<file path="src/rtl/nn_classify_sequencer_pkg.sv">
// Shared constants and types for the classify sequencer.
// Words are Q6.10 signed; three samples travel together per beat.
package nn_classify_sequencer_pkg;

    localparam int DATA_WIDTH = 16;
    localparam int FRAC_BITS  = 10;
    localparam int N_FEAT     = 9;
    localparam int TIMEOUT    = 64;
    localparam int ADDR_W     = 4;
    localparam int BIAS_ADDR  = 9;

    typedef logic [DATA_WIDTH-1:0] word_t;

    typedef struct packed {
        word_t x1;
        word_t x2;
        word_t x3;
    } beat_t;

    typedef enum logic [2:0] {
        IDLE   = 3'd0,
        LOAD   = 3'd1,
        CLEAR  = 3'd2,
        STREAM = 3'd3,
        WAIT   = 3'd4,
        HOLD   = 3'd5
    } state_t;

endpackage

</file>
<file path="src/rtl/nn_classify_sequencer_if.sv">
// Config, feature, datapath and result signals of the sequencer.
// slave is the sequencer side, master the surrounding system.
interface nn_classify_sequencer_if;
    import nn_classify_sequencer_pkg::*;

    logic              cfg_we;
    logic [ADDR_W-1:0] cfg_addr;
    word_t             cfg_wdata;
    logic              cfg_busy;

    logic              in_valid;
    logic              in_ready;
    word_t             in_x1;
    word_t             in_x2;
    word_t             in_x3;

    logic              dp_start;
    logic              dp_clr;
    word_t             dp_x1j;
    word_t             dp_x2j;
    word_t             dp_x3j;
    word_t             dp_wj;
    word_t             dp_b1;
    logic              dp_done;
    logic              dp_unhealthy;

    logic              res_valid;
    logic              res_ready;
    logic              res_unhealthy;
    logic              res_timeout;
    logic [15:0]       unhealthy_cnt;

    modport master (
        output cfg_we, cfg_addr, cfg_wdata,
        output in_valid, in_x1, in_x2, in_x3,
        output dp_done, dp_unhealthy, res_ready,
        input  cfg_busy, in_ready,
        input  dp_start, dp_clr,
        input  dp_x1j, dp_x2j, dp_x3j, dp_wj, dp_b1,
        input  res_valid, res_unhealthy, res_timeout,
        input  unhealthy_cnt
    );

    modport slave (
        input  cfg_we, cfg_addr, cfg_wdata,
        input  in_valid, in_x1, in_x2, in_x3,
        input  dp_done, dp_unhealthy, res_ready,
        output cfg_busy, in_ready,
        output dp_start, dp_clr,
        output dp_x1j, dp_x2j, dp_x3j, dp_wj, dp_b1,
        output res_valid, res_unhealthy, res_timeout,
        output unhealthy_cnt
    );

endinterface

</file>
<file path="src/rtl/nn_feature_buffer.sv">
// Register file holding one sample set (three 16-bit elements per index).
// Reads are combinational; out-of-range reads return zero.
module nn_feature_buffer
    import nn_classify_sequencer_pkg::*;
#(
    parameter int DEPTH = N_FEAT,
    parameter int IDX_W = $clog2(DEPTH + 1)
) (
    input  logic             clk_i,
    input  logic             rst_ni,
    input  logic             we_i,
    input  logic [IDX_W-1:0] waddr_i,
    input  beat_t            wdata_i,
    input  logic [IDX_W-1:0] raddr_i,
    output beat_t            rdata_o
);

    beat_t mem_q [DEPTH];

    always_ff @(posedge clk_i) begin
        if (!rst_ni) begin
            for (int i = 0; i < DEPTH; i++) begin
                mem_q[i] <= '0;
            end
        end else if (we_i && (waddr_i < IDX_W'(DEPTH))) begin
            mem_q[waddr_i] <= wdata_i;
        end
    end

    assign rdata_o = (raddr_i < IDX_W'(DEPTH)) ? mem_q[raddr_i] : '0;

endmodule

</file>
<file path="src/rtl/nn_classify_sequencer.sv">
// Collects a sample set, streams it with the weights into the datapath,
// then waits for a decision (or times out) and holds the result.
module nn_classify_sequencer #(
    parameter int DATA_WIDTH = nn_classify_sequencer_pkg::DATA_WIDTH,
    parameter int N_FEAT     = nn_classify_sequencer_pkg::N_FEAT,
    parameter int TIMEOUT    = nn_classify_sequencer_pkg::TIMEOUT
) (
    input logic                    clk,
    input logic                    rst,
    nn_classify_sequencer_if.slave bus
);
    import nn_classify_sequencer_pkg::*;

    localparam int IDX_W = $clog2(N_FEAT + 1);
    localparam int CNT_W = $clog2(TIMEOUT + 1);

    typedef logic [DATA_WIDTH-1:0] dword_t;

    state_t           state_q;
    logic [IDX_W-1:0] j_q;
    logic [IDX_W-1:0] k_q;
    logic [CNT_W-1:0] cnt_q;
    logic [CNT_W-1:0] cnt_d;
    dword_t           w_q [N_FEAT];
    dword_t           b1_q;

    logic             in_ready_q;
    logic             cfg_busy_q;
    logic             dp_start_q;
    logic             dp_clr_q;
    dword_t           dp_x1_q;
    dword_t           dp_x2_q;
    dword_t           dp_x3_q;
    dword_t           dp_w_q;
    dword_t           dp_b1_q;
    logic             res_valid_q;
    logic             res_unh_q;
    logic             res_to_q;
    logic [15:0]      ucnt_q;
    logic [15:0]      ucnt_d;

    logic             accept;
    logic             last_beat;
    beat_t            rd_beat;

    // in_ready_q is only high in IDLE/LOAD, so accept implies a store
    assign accept    = bus.in_valid & in_ready_q;
    assign last_beat = (j_q == IDX_W'(N_FEAT - 1));
    assign cnt_d     = cnt_q + 1'b1;
    assign ucnt_d    = (res_unh_q && (ucnt_q != 16'hFFFF)) ?
                       ucnt_q + 16'd1 : ucnt_q;

    nn_feature_buffer #(
        .DEPTH (N_FEAT),
        .IDX_W (IDX_W)
    ) u_buf (
        .clk_i   (clk),
        .rst_ni  (rst),
        .we_i    (accept),
        .waddr_i (j_q),
        .wdata_i ({bus.in_x1, bus.in_x2, bus.in_x3}),
        .raddr_i (k_q),
        .rdata_o (rd_beat)
    );

    always_ff @(posedge clk) begin
        if (!rst) begin
            state_q     <= IDLE;
            j_q         <= '0;
            k_q         <= '0;
            cnt_q       <= '0;
            for (int i = 0; i < N_FEAT; i++) begin
                w_q[i] <= '0;
            end
            b1_q        <= '0;
            in_ready_q  <= 1'b1;
            cfg_busy_q  <= 1'b0;
            dp_start_q  <= 1'b0;
            dp_clr_q    <= 1'b0;
            dp_x1_q     <= '0;
            dp_x2_q     <= '0;
            dp_x3_q     <= '0;
            dp_w_q      <= '0;
            dp_b1_q     <= '0;
            res_valid_q <= 1'b0;
            res_unh_q   <= 1'b0;
            res_to_q    <= 1'b0;
            ucnt_q      <= '0;
        end else begin
            dp_clr_q <= 1'b0;
            unique case (state_q)
                IDLE: begin
                    if (bus.cfg_we) begin
                        if (bus.cfg_addr < ADDR_W'(N_FEAT)) begin
                            w_q[bus.cfg_addr] <= bus.cfg_wdata;
                        end else if (bus.cfg_addr == ADDR_W'(BIAS_ADDR)) begin
                            b1_q <= bus.cfg_wdata;
                        end
                    end
                    if (accept) begin
                        cfg_busy_q <= 1'b1;
                        if (N_FEAT == 1) begin
                            state_q    <= CLEAR;
                            in_ready_q <= 1'b0;
                            dp_clr_q   <= 1'b1;
                            k_q        <= '0;
                        end else begin
                            state_q <= LOAD;
                            j_q     <= IDX_W'(1);
                        end
                    end
                end
                LOAD: begin
                    if (accept) begin
                        if (last_beat) begin
                            state_q    <= CLEAR;
                            j_q        <= '0;
                            in_ready_q <= 1'b0;
                            dp_clr_q   <= 1'b1;
                            k_q        <= '0;
                        end else begin
                            j_q <= j_q + 1'b1;
                        end
                    end
                end
                // CLEAR presents element 0; STREAM presents the rest back-to-back
                CLEAR, STREAM: begin
                    dp_start_q <= 1'b1;
                    dp_b1_q    <= b1_q;
                    if ((state_q == STREAM) && (k_q == IDX_W'(N_FEAT))) begin
                        state_q <= WAIT;
                        dp_x1_q <= '0;
                        dp_x2_q <= '0;
                        dp_x3_q <= '0;
                        dp_w_q  <= '0;
                        cnt_q   <= '0;
                    end else begin
                        state_q <= STREAM;
                        dp_x1_q <= rd_beat.x1;
                        dp_x2_q <= rd_beat.x2;
                        dp_x3_q <= rd_beat.x3;
                        dp_w_q  <= w_q[k_q];
                        k_q     <= k_q + 1'b1;
                    end
                end
                WAIT: begin
                    cnt_q <= cnt_d;
                    if (bus.dp_done) begin
                        state_q     <= HOLD;
                        res_valid_q <= 1'b1;
                        res_unh_q   <= bus.dp_unhealthy;
                        res_to_q    <= 1'b0;
                    end else if (cnt_d == CNT_W'(TIMEOUT)) begin
                        state_q     <= HOLD;
                        res_valid_q <= 1'b1;
                        res_unh_q   <= 1'b0;
                        res_to_q    <= 1'b1;
                    end
                end
                HOLD: begin
                    if (bus.res_ready) begin
                        state_q     <= IDLE;
                        ucnt_q      <= ucnt_d;
                        res_valid_q <= 1'b0;
                        res_unh_q   <= 1'b0;
                        res_to_q    <= 1'b0;
                        dp_start_q  <= 1'b0;
                        dp_b1_q     <= '0;
                        cfg_busy_q  <= 1'b0;
                        in_ready_q  <= 1'b1;
                    end
                end
                default: begin
                    state_q <= IDLE;
                end
            endcase
        end
    end

    assign bus.cfg_busy      = cfg_busy_q;
    assign bus.in_ready      = in_ready_q;
    assign bus.dp_start      = dp_start_q;
    assign bus.dp_clr        = dp_clr_q;
    assign bus.dp_x1j        = dp_x1_q;
    assign bus.dp_x2j        = dp_x2_q;
    assign bus.dp_x3j        = dp_x3_q;
    assign bus.dp_wj         = dp_w_q;
    assign bus.dp_b1         = dp_b1_q;
    assign bus.res_valid     = res_valid_q;
    assign bus.res_unhealthy = res_unh_q;
    assign bus.res_timeout   = res_to_q;
    assign bus.unhealthy_cnt = ucnt_q;

endmodule

</file>
<file path="src/flat_wrapper.sv">
// flat-port wrapper written by rule: the top's interface ports become plain ports
module nn_classify_sequencer_flat import nn_classify_sequencer_pkg::*;
#(
    parameter int DATA_WIDTH = nn_classify_sequencer_pkg::DATA_WIDTH,
    parameter int N_FEAT     = nn_classify_sequencer_pkg::N_FEAT,
    parameter int TIMEOUT    = nn_classify_sequencer_pkg::TIMEOUT
)
  (clk, rst, bus_cfg_we, bus_cfg_addr, bus_cfg_wdata, bus_in_valid, bus_in_x1, bus_in_x2, bus_in_x3, bus_dp_done, bus_dp_unhealthy, bus_res_ready, bus_cfg_busy, bus_in_ready, bus_dp_start, bus_dp_clr, bus_dp_x1j, bus_dp_x2j, bus_dp_x3j, bus_dp_wj, bus_dp_b1, bus_res_valid, bus_res_unhealthy, bus_res_timeout, bus_unhealthy_cnt);
  nn_classify_sequencer_if bus_i ();
  input logic clk;
  input logic rst;
  input wire logic [$bits(bus_i.cfg_we)-1:0] bus_cfg_we;
  input wire logic [$bits(bus_i.cfg_addr)-1:0] bus_cfg_addr;
  input wire logic [$bits(bus_i.cfg_wdata)-1:0] bus_cfg_wdata;
  input wire logic [$bits(bus_i.in_valid)-1:0] bus_in_valid;
  input wire logic [$bits(bus_i.in_x1)-1:0] bus_in_x1;
  input wire logic [$bits(bus_i.in_x2)-1:0] bus_in_x2;
  input wire logic [$bits(bus_i.in_x3)-1:0] bus_in_x3;
  input wire logic [$bits(bus_i.dp_done)-1:0] bus_dp_done;
  input wire logic [$bits(bus_i.dp_unhealthy)-1:0] bus_dp_unhealthy;
  input wire logic [$bits(bus_i.res_ready)-1:0] bus_res_ready;
  output wire logic [$bits(bus_i.cfg_busy)-1:0] bus_cfg_busy;
  output wire logic [$bits(bus_i.in_ready)-1:0] bus_in_ready;
  output wire logic [$bits(bus_i.dp_start)-1:0] bus_dp_start;
  output wire logic [$bits(bus_i.dp_clr)-1:0] bus_dp_clr;
  output wire logic [$bits(bus_i.dp_x1j)-1:0] bus_dp_x1j;
  output wire logic [$bits(bus_i.dp_x2j)-1:0] bus_dp_x2j;
  output wire logic [$bits(bus_i.dp_x3j)-1:0] bus_dp_x3j;
  output wire logic [$bits(bus_i.dp_wj)-1:0] bus_dp_wj;
  output wire logic [$bits(bus_i.dp_b1)-1:0] bus_dp_b1;
  output wire logic [$bits(bus_i.res_valid)-1:0] bus_res_valid;
  output wire logic [$bits(bus_i.res_unhealthy)-1:0] bus_res_unhealthy;
  output wire logic [$bits(bus_i.res_timeout)-1:0] bus_res_timeout;
  output wire logic [$bits(bus_i.unhealthy_cnt)-1:0] bus_unhealthy_cnt;
  assign bus_i.cfg_we = bus_cfg_we;
  assign bus_i.cfg_addr = bus_cfg_addr;
  assign bus_i.cfg_wdata = bus_cfg_wdata;
  assign bus_i.in_valid = bus_in_valid;
  assign bus_i.in_x1 = bus_in_x1;
  assign bus_i.in_x2 = bus_in_x2;
  assign bus_i.in_x3 = bus_in_x3;
  assign bus_i.dp_done = bus_dp_done;
  assign bus_i.dp_unhealthy = bus_dp_unhealthy;
  assign bus_i.res_ready = bus_res_ready;
  assign bus_cfg_busy = bus_i.cfg_busy;
  assign bus_in_ready = bus_i.in_ready;
  assign bus_dp_start = bus_i.dp_start;
  assign bus_dp_clr = bus_i.dp_clr;
  assign bus_dp_x1j = bus_i.dp_x1j;
  assign bus_dp_x2j = bus_i.dp_x2j;
  assign bus_dp_x3j = bus_i.dp_x3j;
  assign bus_dp_wj = bus_i.dp_wj;
  assign bus_dp_b1 = bus_i.dp_b1;
  assign bus_res_valid = bus_i.res_valid;
  assign bus_res_unhealthy = bus_i.res_unhealthy;
  assign bus_res_timeout = bus_i.res_timeout;
  assign bus_unhealthy_cnt = bus_i.unhealthy_cnt;
  nn_classify_sequencer #(.DATA_WIDTH(DATA_WIDTH), .N_FEAT(N_FEAT), .TIMEOUT(TIMEOUT)) u_core (.clk(clk), .rst(rst), .bus(bus_i));
endmodule
</file>
<file path="config.mk">
export PLATFORM = sky130hd
export DESIGN_NAME = nn_classify_sequencer_flat
export DESIGN_NICKNAME = d
export VERILOG_FILES = /design/src/rtl/nn_classify_sequencer_pkg.sv /design/src/rtl/nn_classify_sequencer_if.sv /design/src/rtl/nn_feature_buffer.sv /design/src/rtl/nn_classify_sequencer.sv /design/src/flat_wrapper.sv
export SDC_FILE = /design/constraint.sdc
export NUM_CORES = 1
export LEC_CHECK = 0
export CAP_MARGIN = 0
export CORE_MARGIN = 8
export CORE_UTILIZATION = 55
export CTS_CLUSTER_DIAMETER = 40
export CTS_CLUSTER_SIZE = 24
export DETAILED_ROUTE_END_ITERATION = 8
export HOLD_SLACK_MARGIN = 0.02
export PLACE_DENSITY = 0.81
export SLEW_MARGIN = 10
export SYNTH_ARGS = -nofsm -noshare
export SYNTH_HDL_FRONTEND = slang
export SYNTH_SLANG_ARGS = --single-unit
</file>
<file path="constraint.sdc">
create_clock -name clk -period 7.4 [get_ports clk]
set_input_delay 1.11 -clock clk [delete_from_list [all_inputs] [get_ports clk]]
set_output_delay 1.11 -clock clk [all_outputs]
set_load 0.02 [all_outputs]
</file>
==> results of run 1 <==
-- power groups by stage --
stage | Clock (uW) | Combinational (uW) | Sequential [uW]
floorplan | 0 | 257 | 7600
finish | 6470 | 502 | 7500
global route | 6790 | 538 | 7520
global placement | 0 | 482 | 7620
detailed placement | 0 | 490 | 7640
CTS | 6550 | 494 | 7500
-- stage by stage --
stage | instance area (um2) | cells | hold slack (ps) | worst slack, ps | utilization
2_1_floorplan | 49400 | 3223 | 431 | 3970 | -
3_3_place_gp | 52200 | 4383 | 439 | 2730 | 0.601
3_5_place_dp | 52200 | 4383 | 447 | 2620 | 0.601
4_1_cts | 56600 | 4615 | 458 | 3370 | 0.651
5_1_grt | 56600 | 4618 | 471 | 3100 | 0.652
6_report | 56600 | 4620 | 454 | 3300 | 0.652
-- cell families after synthesis --
group	Yosys count	share of synthesized area
DFF	1165	0.695
muxes	338	0.137
AOI/OAI and AO/OA	160	0.0248
adders and majority gates	9	0.00233
xor gates and xnor gates	10	0.00181
buffers and inverters	230	0.0206
other	1	0.0000776
and+or+nand+nor	1007	0.118
-- sequential cells by signal, summed over array words and instances (netlist names), 3 cells and up, named ones only --
register	flops
u_core.u_buf.mem_q	768
u_core.w_q	256
u_core.b1_q	16
u_core.bus.dp_b1	16
u_core.bus.dp_wj	16
u_core.bus.dp_x1j	16
u_core.bus.dp_x2j	16
u_core.bus.dp_x3j	16
u_core.bus.unhealthy_cnt	16
u_core.cnt_q	7
u_core.j_q	4
u_core.k_q	4
u_core.state_q	3
-- per-layer routing --
metal  global-route usage  vias to the layer above  wire, um  share of wire
met4               0.0772                        2      3030          0.027
li1                     -                    11967         -              -
met1                0.291                    13906     42800           0.39
met2                0.375                     1285     55400           0.50
met3               0.0477                      198      9390          0.085
met5                    0                        -        10       0.000090
-- final timing paths --
| path | slack, ps | from | end | cells past startpoint |
|---|---|---|---|---|
| setup / recovery | 3300 | bus_in_valid | u_core.u_buf.mem_q[4][3]$_SDFFCE_PN0P_ | 7 |
| hold / removal | 450 | u_core.b1_q[1]$_SDFFE_PN0P_ | u_core.bus.dp_b1[1]$_SDFFE_PN0P_ | 2 |
| setup reg to reg | 3570 | u_core.j_q[0]$_SDFFE_PN0P_ | u_core.u_buf.mem_q[9][11]$_DFFE_PP_ | 7 |
| hold reg to reg | 450 | u_core.b1_q[1]$_SDFFE_PN0P_ | u_core.bus.dp_b1[1]$_SDFFE_PN0P_ | 2 |
-- layout by cell type, fill, tap and decap left out, types with 9 or more instances in the layout --
cell / netlist / routed
mux2_2: 16 / 16
clkdlybuf4s50_1: 0 / 176
inv_1: 10 / 10
nand2_1: 217 / 209
clkinvlp_4: 0 / 10
dfxtp_1: 141 / 138
o21ai_0: 18 / 12
clkbuf_1: 151 / 12
nand3_1: 34 / 34
conb_1: 1 / 304
nand2_2: 1 / 9
a221o_1: 48 / 48
buf_4: 3 / 43
and3_1: 343 / 343
nand2b_1: 10 / 9
a22oi_1: 35 / 35
mux4_2: 256 / 256
bufinv_16: 0 / 12
a21oi_1: 37 / 37
nor2_1: 56 / 54
clkbuf_16: 0 / 121
nor3_1: 38 / 36
edfxtp_1: 1024 / 1024
mux2i_1: 66 / 66
inv_6: 0 / 24
nor3_2: 22 / 24
and2_1: 248 / 245
inv_8: 0 / 9
-- final cells by class --
| type | count | area [um2] |
|---|---|---|
| inverter | 12 | 47.5 |
| sequential | 1165 | 33600 |
| multi-input combinational | 1828 | 15000 |
| fill | 5705 | 30300 |
| timing repair buffer | 223 | 2150 |
| clock inverter | 91 | 1220 |
| clock buffer | 141 | 3180 |
| tap | 1155 | 1450 |
| antenna | 5 | 12.5 |
-- worst reg2reg max path, delay by kind of cell (launching register included) --
kind / cells / cell delay, ps
buffers and inverters: 3 / 1320
adders and majority gates: 1 / 190
and+or+nand+nor: 3 / 1560
DFF: 1 / 390
==> impl_metrics.yaml, run 1 <==
power:
  switching_power_uw: 3240
  pwr_density_cell_nw_per_um2: 256
  p_int_uw: 11200
  p_sw_frac: 0.224
  p_leak_uw: 0.0214
  p_comb_frac: 0.035
  pwr-share-seq: 0.518
  ir_drop_mv: 0.241
  clkPwrFrac: 0.447
  power_uw: 14500
clocking:
  cts_max_path_buffers: 3
  cts_setup_buffers: 0
  cts_root_buf: "clkbuf_16"
  cts_resized: 0
  hold_buffers: 0
  numCtsBuffers: 121
  clock-sinks: 1165
  htree_num_levels: 3
  cts_tree: "built"
  cts.clk_slew.worst_paths_ps: 60
  clock_latency_ps: 730
place:
  dp_hpwl_mm: 60.7
  portBuffers: 177
  place_congestion: 0.781
synthesis:
  synth_top_area_cell: "edfxtp_1"
  yosysMostFrequentCell: "edfxtp_1"
  synth.distinct_cells: 64
  synth.avg_cell_area_um2: 16.5
  ys.flop_type: "edfxtp_1"
  async_reset_ff_frac: 0
  synthTopCellsByCount: "edfxtp_1, and3_1, mux4_2"
  syn_area_um2: 48300
  synth_edf_count: 1024
  synth_top_area_frac: 0.637
  ys_ff_latch: 1165
  yosysWarnings: 0
  ys_seq_area_frac: 0.695
  syn_inst: 2920
  synthTopCellsByArea: "edfxtp_1, mux4_2, dfxtp_1"
setup_path:
  path_class: "input port to flip-flop"
  path_buf_inv: 3
  cpMaxStageDelayCell: "buf_4"
  crit_family: "buffers and inverters"
  cp_max_fo: 122
  arrival_ps: 4430
  path_cells: "clkdlybuf4s50_1 > nand3_1 > nor3b_4 > buf_4 > nand2_1 > nand2_2 > buf_4"
  cp-end-kind: "flip-flop"
  cpPeakStageDelay_ps: 890
  critPathRequiredTime_ps: 7740
  critPathLaunchType: "input port"
  cp_common_cell: "buf_4"
drt:
  vias: 27358
  wl_mm: 111
  drt-initial-drc-count: 2998
  route.detailed.drc: 0
  postRouteAntennaNets: 0
  wl_per_cell_um: 23.9
  drt_pass1_iterations: 6
  avgViaCountPerCell: 5.92
die:
  die_area_um2: 97600
  die_y_um: 312
  core_um2: 86900
  start_util: 0.556
  die_w_um: 312
  io_pins: 178
  rows: 108
timing:
  hold_violations: 0
  fin_crit_ps: 4100
  fin_crit_sh: 0.554
  fmax_mhz: 244
  drv_slew: 0
  rsz0062_at_grt: "false"
  fin_skew_ps: 62.3
  setup_viol: 0
  relSlewSlack: 0.226
  tightest_slew_ps: 1160
  tns_ps: 0
global_route:
  grt.total_usage: 0.224
  antenna_found_initial: 5
  grt_pass1_vias: 28189
  grt_overflow: 0
  grt_pass1_wl_mm: 169
  grt_max_degree: 145
cells_and_area:
  area_growth_pct: 17.2
  drive_gt1_frac: 0.174
  fin_nets: 3435
outcome:
  status: "complete, no violations"
min_path:
  hold_class: "flip-flop to flip-flop"
job:
  max_cap_violations: 0
Power figures use the tool's default switching activity.
==> run 2: changes to the inputs <==
==> constraint.sdc (replaced) <==
create_clock -name clk -period 4.12 [get_ports clk]
set_input_delay 0.618 -clock clk [delete_from_list [all_inputs] [get_ports clk]]
set_output_delay 0.618 -clock clk [all_outputs]
set_load 0.02 [all_outputs]
==> impl_metrics.yaml, run 2 (synthesis gave the netlist of run 1 again) <==
power:
  p_leak_uw: 0.0216
  ir_drop_mv: 0.461
  clkPwrFrac: 0.453
  p_comb_frac: 0.035
  switching_power_uw: 5650
  pwr_density_cell_nw_per_um2: 460
  p_int_uw: 20700
  p_sw_frac: 0.215
  pwr-share-seq: 0.512
cells_and_area:
  reg.largest.list: "u_core.u_buf.mem_q: 768 flops, u_core.w_q: 256 flops"
  seq_area_um2: 33600
  top_register: "u_core.u_buf.mem_q"
  area_growth_pct: 18.3
  drive_gt1_frac: 0.182
  multi_input_area_um2: 15000
  largest_register_ffs: 768
  final_cell_mix: "edfxtp_1, and3_1, conb_1, mux4_2, and2_1"
  layout_commonest_cell: "edfxtp_1"
  fill_cells: 5565
  fin_nets: 3477
outcome:
  status: "complete, no violations"
min_path:
  hold_class: "input port to flip-flop"
  hp-start: "rst"
clocking:
  hold_buffers: 0
  clock_latency_ps: 720
  cts_max_path_buffers: 3
  cts_root_buf: "clkbuf_16"
  htree_num_levels: 4
  cts_resized: 0
  cts.clk_slew.worst_paths_ps: 70
  clock-sinks: 1165
  cts_tree: "built"
  numCtsBuffers: 135
  cts_setup_buffers: 0
die:
  core_um2: 86900
  rows: 108
  die_w_um: 312
  die_y_um: 312
  start_util: 0.556
  die_area_um2: 97600
  io_pins: 178
place:
  place_congestion: 0.788
  dp_hpwl_mm: 63.5
  portBuffers: 177
timing:
  whs_ps: 243
  drv_slew: 0
  tightest_slew_ps: 1020
  fin_crit_sh: 0.686
  fin_skew_ps: 27.7
  fmax_mhz: 354
  setup_viol: 0
  fin_crit_ps: 2830
  hold_violations: 0
  relSlewSlack: 0.317
  rsz0062_at_grt: "false"
  tns_ps: 0
setup_path:
  arrival_ps: 3420
  critPathRequiredTime_ps: 4710
  cp-end-kind: "flip-flop"
  critPathLaunchType: "flip-flop"
  path_cells: "inv_4 > buf_4 > mux2i_1 > nor3_1 > a221o_1"
  cpMaxStageDelayCell: "inv_4"
  path_class: "flip-flop to flip-flop"
  cpPeakStageDelay_ps: 780
  cp_max_fo: 50
drt:
  postRouteAntennaNets: 0
  wl_mm: 112
  vias: 27759
  drt_pass1_iterations: 6
  wl_per_cell_um: 24.1
  drt-initial-drc-count: 2877
  route.detailed.drc: 0
  avgViaCountPerCell: 5.96
job:
  max_cap_violations: 0
global_route:
  grt.total_usage: 0.226
  grt_pass1_wl_mm: 170
  antenna_found_initial: 5
  grt_pass1_vias: 28326
  grt_overflow: 0
  grt_max_degree: 88
## run 2: final timing paths
check | endpoint | slack (ps) | depth (start not counted)
min reg2reg | u_core.bus.dp_b1[10]$_SDFFE_PN0P_ | 460 | 2
min | u_core.bus.in_ready$_SDFFE_PN1P_ | 240 | 2
max | u_core.bus.dp_x3j[12]$_SDFFE_PN0N_ | 1290 | 5
max reg2reg | u_core.bus.dp_x3j[12]$_SDFFE_PN0N_ | 1290 | 5
## run 2: per-stage QoR
stage,power [uW],util,cell area (um2),cells,setup slack (ps)
floorplan,14100,-,49400,3223,1180
finish,26300,0.658,57100,4656,1290
global placement,14600,0.606,52600,4411,874
CTS,26400,0.658,57100,4652,1290
detailed placement,14600,0.606,52600,4411,831
global route,27000,0.658,57100,4653,1220
## run 2: layer usage
| layer | share of wire | wire (um) | track usage |
|---|---|---|---|
| met1 | 0.39 | 43500 | 0.297 |
| met4 | 0.024 | 2680 | 0.0699 |
| met2 | 0.51 | 57200 | 0.385 |
| met5 | 0.00021 | 23 | 0 |
| met3 | 0.078 | 8730 | 0.0411 |
## run 2: layout make-up
class / instances / area share
flip-flops and latches: 1165 / 0.588
repair buffers: 251 / 0.0452
multi-input cells: 1828 / 0.262
inverters: 12 / 0.000832
clock inverters: 80 / 0.0150
well taps: 1155 / 0.0253
diodes: 4 / 0.000175
clock buffers: 161 / 0.0637
## run 2: worst max-delay path, delay by kind of cell (launching register included)
kind            cells  cell delay, ps
flops               1             500
mux                 1             450
compound gates      1             300
simple gates        1             120
buf+inv             2            1330
## run 2: power by group through the flow
stage               Sequential, uW  Clock, uW  Combinational, uW
global placement             13700          0                883
CTS                          13500      12000                911
finish                       13500      11900                926
global route                 13500      12500                988
detailed placement           13700          0                903
floorplan                    13700          0                462
